<file path="config.mk">
export PLATFORM = sky130hd
export DESIGN_NAME = riscv_obi_prefetcher
export DESIGN_NICKNAME = d
export VERILOG_FILES = /design/src/rtl/riscv_obi_prefetcher.sv
export SDC_FILE = /design/constraint.sdc
export NUM_CORES = 1
export LEC_CHECK = 0
export BUFFER_PORTS_ARGS = -buffer_cell sky130_fd_sc_hd__buf_4
export CORE_ASPECT_RATIO = 1.4
export CORE_MARGIN = 3
export CORE_UTILIZATION = 40
export CTS_BUF_LIST = sky130_fd_sc_hd__clkbuf_16
export CTS_CLUSTER_DIAMETER = 40
export DETAILED_ROUTE_END_ITERATION = 10
export GPL_TIMING_DRIVEN = 0
export REMOVE_ABC_BUFFERS = 1
export SLEW_MARGIN = 20
export SYNTH_ARGS = -nofsm -noshare
export SYNTH_HDL_FRONTEND = slang
export SYNTH_SLANG_ARGS = --single-unit
</file>
<file path="constraint.sdc">
create_clock -name clk -period 4.7 [get_ports clk]
set_input_delay 0.235 -clock clk [delete_from_list [all_inputs] [get_ports clk]]
set_output_delay 0.235 -clock clk [all_outputs]
set_load 0.01 [all_outputs]
</file>
<file path="src/rtl/riscv_obi_prefetcher.sv">
// rtl/riscv_obi_prefetcher.sv - OBI instruction prefetcher with stale-response flush and 16/32-bit realignment
module riscv_obi_prefetcher #(
  parameter int DEPTH = 2
) (
  input  logic        clk,
  input  logic        rst_n,
  input  logic        req_i,
  input  logic        branch_i,
  input  logic [31:0] branch_addr_i,
  input  logic        fetch_ready_i,
  output logic        fetch_valid_o,
  output logic [31:0] fetch_rdata_o,
  output logic [31:0] fetch_addr_o,
  output logic        instr_req_o,
  output logic [31:0] instr_addr_o,
  input  logic        instr_gnt_i,
  input  logic        instr_rvalid_i,
  input  logic [31:0] instr_rdata_i,
  input  logic        instr_err_i,
  output logic        busy_o
);

  localparam int CW = $clog2(DEPTH + 1);
  localparam int OW = CW + 1;

  typedef enum logic {S_IDLE, S_WAIT_GNT} state_e;

  state_e              state_q;
  logic [31:0]         addr_q;
  logic [31:0]         wait_addr_q;
  logic                stale_q;
  logic [31:0]         pc_q, pc_d;
  logic [CW-1:0]       out_q, out_d;
  logic [CW-1:0]       flush_q, flush_d;
  logic [CW-1:0]       fifo_cnt_q, fifo_cnt_d;
  logic [CW-1:0]       wr_idx;
  logic [DEPTH*32-1:0] fifo_q, fifo_d;

  logic [31:0] w0, w1, branch_word;
  logic        is_comp, need_two, avail, consume, pop, push, drop;
  logic        grant, old_gnt;
  logic [OW-1:0] occ;
  logic        unused_err;

  assign unused_err  = instr_err_i;
  assign w0          = fifo_q[31:0];
  assign w1          = fifo_q[63:32];
  assign branch_word = {branch_addr_i[31:2], 2'b00};

  // Aligner: pick the instruction at pc from the FIFO head (and next word when it straddles)
  always_comb begin
    is_comp       = pc_q[1] ? (w0[17:16] != 2'b11) : (w0[1:0] != 2'b11);
    need_two      = pc_q[1] && !is_comp;
    avail         = need_two ? (fifo_cnt_q >= CW'(2)) : (fifo_cnt_q != '0);
    fetch_valid_o = avail && !branch_i;
    fetch_rdata_o = 32'h0;
    case ({pc_q[1], is_comp})
      2'b01:   fetch_rdata_o = {16'h0, w0[15:0]};
      2'b00:   fetch_rdata_o = w0;
      2'b11:   fetch_rdata_o = {16'h0, w0[31:16]};
      default: fetch_rdata_o = {w1[15:0], w0[31:16]};
    endcase
    consume = fetch_valid_o && fetch_ready_i;
    // a compressed instruction in the low half leaves the word for its upper half
    pop     = consume && (pc_q[1] || !is_comp);
  end

  // Request side: the slot freed by this cycle's pop is credited so a 1-cycle memory streams back-to-back
  always_comb begin
    occ          = OW'(out_q) + OW'(fifo_cnt_q) - OW'(pop);
    instr_req_o  = 1'b0;
    instr_addr_o = addr_q;
    if (state_q == S_WAIT_GNT) begin
      instr_req_o  = 1'b1;
      instr_addr_o = wait_addr_q;
    end else if (branch_i) begin
      instr_req_o  = (out_q < CW'(DEPTH));
      instr_addr_o = branch_word;
    end else begin
      instr_req_o  = req_i && (occ < OW'(DEPTH));
    end
    grant   = instr_req_o && instr_gnt_i;
    old_gnt = (state_q == S_WAIT_GNT) && instr_gnt_i;
  end

  // Counter, flush and FIFO next-state; responses owed to the old stream are dropped
  always_comb begin
    drop  = instr_rvalid_i && (flush_q != '0);
    push  = instr_rvalid_i && (flush_q == '0) && !branch_i;
    out_d = out_q + CW'(grant) - CW'(instr_rvalid_i);
    if (branch_i) begin
      flush_d = out_q - CW'(instr_rvalid_i) + CW'(old_gnt);
    end else begin
      flush_d = flush_q - CW'(drop) + CW'(old_gnt && stale_q);
    end
    fifo_d = pop ? (fifo_q >> 32) : fifo_q;
    wr_idx = fifo_cnt_q - CW'(pop);
    for (int i = 0; i < DEPTH; i++) begin
      if (push && (wr_idx == CW'(i))) begin
        fifo_d[i*32 +: 32] = instr_rdata_i;
      end
    end
    fifo_cnt_d = branch_i ? '0 : (fifo_cnt_q - CW'(pop) + CW'(push));
    if (branch_i) begin
      pc_d = branch_addr_i;
    end else if (consume) begin
      pc_d = pc_q + (is_comp ? 32'd2 : 32'd4);
    end else begin
      pc_d = pc_q;
    end
  end

  // Request FSM: holds an ungranted request stable and remembers a branch that arrived meanwhile
  always_ff @(posedge clk or negedge rst_n) begin
    if (!rst_n) begin
      state_q     <= S_IDLE;
      addr_q      <= 32'h0;
      wait_addr_q <= 32'h0;
      stale_q     <= 1'b0;
    end else begin
      case (state_q)
        S_IDLE: begin
          if (instr_req_o) begin
            if (instr_gnt_i) begin
              addr_q <= instr_addr_o + 32'd4;
            end else begin
              state_q     <= S_WAIT_GNT;
              wait_addr_q <= instr_addr_o;
            end
          end else if (branch_i) begin
            addr_q <= branch_word;
          end
        end
        default: begin
          if (instr_gnt_i) begin
            state_q <= S_IDLE;
            stale_q <= 1'b0;
            if (branch_i) begin
              addr_q <= branch_word;
            end else if (!stale_q) begin
              addr_q <= wait_addr_q + 32'd4;
            end
          end else if (branch_i) begin
            addr_q  <= branch_word;
            stale_q <= 1'b1;
          end
        end
      endcase
    end
  end

  // Datapath registers: counters, FIFO storage and the IF-side pc
  always_ff @(posedge clk or negedge rst_n) begin
    if (!rst_n) begin
      out_q      <= '0;
      flush_q    <= '0;
      fifo_cnt_q <= '0;
      fifo_q     <= '0;
      pc_q       <= 32'h0;
    end else begin
      out_q      <= out_d;
      flush_q    <= flush_d;
      fifo_cnt_q <= fifo_cnt_d;
      fifo_q     <= fifo_d;
      pc_q       <= pc_d;
    end
  end

  assign fetch_addr_o = pc_q;
  assign busy_o       = (state_q == S_WAIT_GNT) || (out_q != '0);

endmodule

</file>
==> metrics.txt <==
total half-perimeter wirelength after legalization and detailed placement between 20 and 30 mm; total cell area at the placement stage ~0.013 mm²; Final Core Density 50.3%; maximum fanout along the worst path 17; level count of the clock H-tree 4; master cell of the clock root buffer sky130_fd_sc_hd__clkbuf_16; post-synthesis sequential area ratio 38.1%; critical path start-end classification flip-flop to flip-flop; clock latency at the later pin of the worst-skew pair 0.44 ns; drt pass-1 iters 7; post-detailed-routing wire length approximately 40 mm; Slew HR 29.8%; FILL cells between 2k and 3k; Wirelength per Cell roughly 20 µm; Placer Congestion approximately 0.9; EDFF count, synth 0; largest family of logic cells by synthesized area simple AND/OR/NAND/NOR gates; TritonCTS Sinks 168; number of nets with antenna violations after detailed routing 0; number of instances in the synthesized netlist around 1.4k; Total Neg Setup Slack 0 ns; simple-gate portion of the synthesized area roughly a quarter; achievable clock frequency ~220 MHz; critical path launch point type flip-flop; most frequent cells in the layout sky130_fd_sc_hd__nand2_1, sky130_fd_sc_hd__buf_4, sky130_fd_sc_hd__dfrtp_1, sky130_fd_sc_hd__o21ai_0, sky130_fd_sc_hd__nor2_1; Area Overhead vs Synth 23.0%; Final Setup Violations 0; number of buffers inserted during clock tree synthesis 17; count of port buffers added during placement 169; number of placement rows slightly above 70; number of antenna repair diodes 0; Max-cap violations 0; most common cell after layout, fill and taps aside sky130_fd_sc_hd__nand2_1; via count of the first global-routing pass approximately 11k; Worst Skew 0.0143 ns; ys async rst share 100%; total of flip-flops plus latches after synthesis 168; DRT iter0 DRCs 701; CP Data Arrival Time a little under 5 ns; count of cell types in the netlist 70; total via count after detailed routing between 10k and 15k; pin count of the biggest net entering global routing approximately 120; CTS max path bufs 2; top-level I/O count roughly 170; core region area approximately 0.027 mm²; VDD IR max 0.000285 V; TritonCTS clock tree built; xor and xnor fraction of the mapped netlist area 5.00%; cell area after layout approximately 0.014 mm²; required time at the worst-slack endpoint approximately 5 ns; first-pass GRT wire length a little over 60 mm; # nets final 1,620; height of the die approximately 200 µm; yosys synthesis warning count 0; Die Footprint 0.0297 mm²; Via density ~5.8; initial core utilization between 40% and 50%; share of synthesized cell area in full adder, half adder and majority cells between 2 and 2.5%; setup repair after global routing missed its margin true; share of the synthesized area in compound gates (AO/OA/AOI/OAI) a little under a fifth; fin crit share a little over nine tenths; Crit. End Element flip-flop; crit path time final 4.61 ns; total power roughly 7.6 mW; total global routing overflow 0; cell leakage power slightly below 6 nW; netlist area before placement between 0.01 and 0.015 mm²; portion of netlist area occupied by mux cells under 10%; Slew Limit Fails 0; result of the run finished, final reports clean; Pwr Density about 560 mW/mm²; hold crit path type primary input to flip-flop; transition time at the pin with the least slew margin ~1.1 ns; ratio of cells with drive above 1 in the final layout a little over a fifth; post-synthesis area per instance ~8 µm²; number of hold violations in the final report 0; width of the die roughly 150 µm; overall routing resource usage 26.0%; dominant register cell in the synthesized netlist sky130_fd_sc_hd__dfrtp_1; clock slew seen by the registers of the worst setup and hold paths approximately 0.070 ns; number of remaining DRC errors 0; number of antenna violations at the first check in global routing 0
## metrics by stage
step                      setup slack [ns]  std cells  hold WS, ns
after global placement               -6.90       1833        0.449
after global routing               -0.0161       1905      0.00761
after CTS                          -0.0530       1903      0.00130
final                               0.0947       1905       0.0152
after detailed placement             -2.82       1843        0.280
after floorplan                      -2.78       1299      -0.0606
## what timing repair did
item	CTS	global route
pin swaps	9	8
cloned	5	1
hold buffers	3	0
setup endpoints to repair	134	28
resized for setup	31	7
setup buffers	22	1
endpoints found under the hold margin	80	0
## registers in the layout, indices dropped and copies added, names as in the netlist
name and count:
flush_q 2, wait_addr_q 32, fifo_q 64, addr_q 32
state_q 1, out_q 2, fetch_addr_o 32, fifo_cnt_q 2
stale_q 1
## where the power goes
group	switching (mW)	internal, mW
sequential	0.600	2.02
clock	0.617	0.775
combinational	1.98	1.57
total	3.19	4.37
## worst paths after layout
check | start | endpoint | slack, ns | cells past startpoint
min in group asynchronous | rst_n | fifo_q[63]$_DFFE_PN0P_ | 0.36 | 2
worst min register to register | fetch_addr_o[0]$_DFFE_PN0P_ | fetch_addr_o[0]$_DFFE_PN0P_ | 0.51 | 1
worst max register to register | fetch_addr_o[1]$_DFFE_PN0N_ | addr_q[29]$_DFFE_PN0P_ | 0.09 | 22
worst min-delay path | instr_rdata_i[31] | fifo_q[63]$_DFFE_PN0P_ | 0.02 | 3
max in group asynchronous | rst_n | state_q$_DFF_PN0_ | 3.34 | 3
worst max-delay path | fetch_addr_o[1]$_DFFE_PN0N_ | addr_q[29]$_DFFE_PN0P_ | 0.09 | 22
## metal layers
layer  vias up  share of wire (%)  track usage, %  routed length [µm]
li1       5169                  -               -                   -
met1      5331                 40            32.3               15800
met2       479                 49            44.1               19300
met3        94                6.2            3.97                2420
met4         0                4.4            12.8                1740
met5         -                  0               0                   0
## layout make-up
type / instances / area (µm²) / share of cell area, %
Multi-Input combinational cell: 1094 / 6520 / 48.0
Sequential cell: 168 / 4210 / 31.0
Timing Repair Buffer: 205 / 1650 / 12.1
Tap cell: 365 / 457 / 3.36
Clock buffer: 17 / 425 / 3.13
Inverter: 41 / 178 / 1.31
Clock inverter: 13 / 134 / 0.985
Timing Repair inverter: 2 / 13.8 / 0.101
## cell families (layout without fill, tap and decap cells)
| logic type | count (synthesis) | after routing |
|---|---|---|
| buffers and inverters | 131 | 278 |
| muxes | 74 | 74 |
| and+or+nand+nor | 610 | 613 |
| AOI/OAI and AO/OA | 324 | 325 |
| adders and majority gates | 19 | 19 |
| xor gates and xnor gates | 63 | 63 |
| DFF | 168 | 168 |
## critical path, cell delays in order, from the launching register on
cell	delay (ns)
sky130_fd_sc_hd__dfrtp_4	0.51
sky130_fd_sc_hd__mux2_4	0.34
sky130_fd_sc_hd__nand2_4	0.08
sky130_fd_sc_hd__inv_4	0.04
sky130_fd_sc_hd__ha_4	0.15
sky130_fd_sc_hd__nor2b_4	0.10
sky130_fd_sc_hd__o211ai_1	0.14
sky130_fd_sc_hd__buf_4	0.18
sky130_fd_sc_hd__or2_4	0.28
sky130_fd_sc_hd__inv_12	0.07
sky130_fd_sc_hd__ha_4	0.20
sky130_fd_sc_hd__inv_4	0.06
sky130_fd_sc_hd__nand2_2	0.06
sky130_fd_sc_hd__fa_2	0.53
sky130_fd_sc_hd__nand3b_1	0.15
sky130_fd_sc_hd__o22ai_4	0.17
sky130_fd_sc_hd__buf_6	0.15
sky130_fd_sc_hd__buf_4	0.12
sky130_fd_sc_hd__buf_4	0.13
sky130_fd_sc_hd__a31o_4	0.39
sky130_fd_sc_hd__nor2_1	0.16
sky130_fd_sc_hd__a311o_1	0.35
sky130_fd_sc_hd__a31oi_1	0.17
## synthesized netlist by cell type, types with 5 or more instances
master | n | area, µm²
sky130_fd_sc_hd__nand2_1 | 343 | 1290
sky130_fd_sc_hd__dfrtp_1 | 168 | 4200
sky130_fd_sc_hd__o21ai_0 | 123 | 616
sky130_fd_sc_hd__nor2_1 | 102 | 383
sky130_fd_sc_hd__clkbuf_1 | 73 | 274
sky130_fd_sc_hd__a21oi_1 | 49 | 245
sky130_fd_sc_hd__mux2_2 | 46 | 518
sky130_fd_sc_hd__a31oi_1 | 45 | 282
sky130_fd_sc_hd__nand3_1 | 45 | 225
sky130_fd_sc_hd__xnor2_1 | 43 | 377
sky130_fd_sc_hd__inv_1 | 38 | 143
sky130_fd_sc_hd__mux2i_1 | 25 | 250
sky130_fd_sc_hd__nand4_1 | 20 | 125
sky130_fd_sc_hd__nor4_1 | 20 | 125
sky130_fd_sc_hd__xor2_1 | 20 | 175
sky130_fd_sc_hd__nor3_1 | 19 | 95.1
sky130_fd_sc_hd__ha_1 | 17 | 213
sky130_fd_sc_hd__o211ai_1 | 17 | 128
sky130_fd_sc_hd__and3_1 | 13 | 81.3
sky130_fd_sc_hd__a211oi_1 | 12 | 90.1
sky130_fd_sc_hd__o311ai_0 | 10 | 87.6
sky130_fd_sc_hd__a22oi_1 | 9 | 67.6
sky130_fd_sc_hd__o21a_1 | 8 | 60.1
sky130_fd_sc_hd__nor2b_1 | 7 | 43.8
sky130_fd_sc_hd__or4_1 | 7 | 52.6
sky130_fd_sc_hd__and2_1 | 6 | 37.5
sky130_fd_sc_hd__and4_1 | 6 | 52.6
sky130_fd_sc_hd__buf_1 | 6 | 22.5
sky130_fd_sc_hd__o211a_1 | 6 | 60.1
sky130_fd_sc_hd__or3_1 | 6 | 37.5
sky130_fd_sc_hd__a21o_1 | 5 | 37.5
sky130_fd_sc_hd__a22o_1 | 5 | 43.8
sky130_fd_sc_hd__buf_2 | 5 | 25.0
sky130_fd_sc_hd__or2_2 | 5 | 31.3
Power figures use the tool's default switching activity.
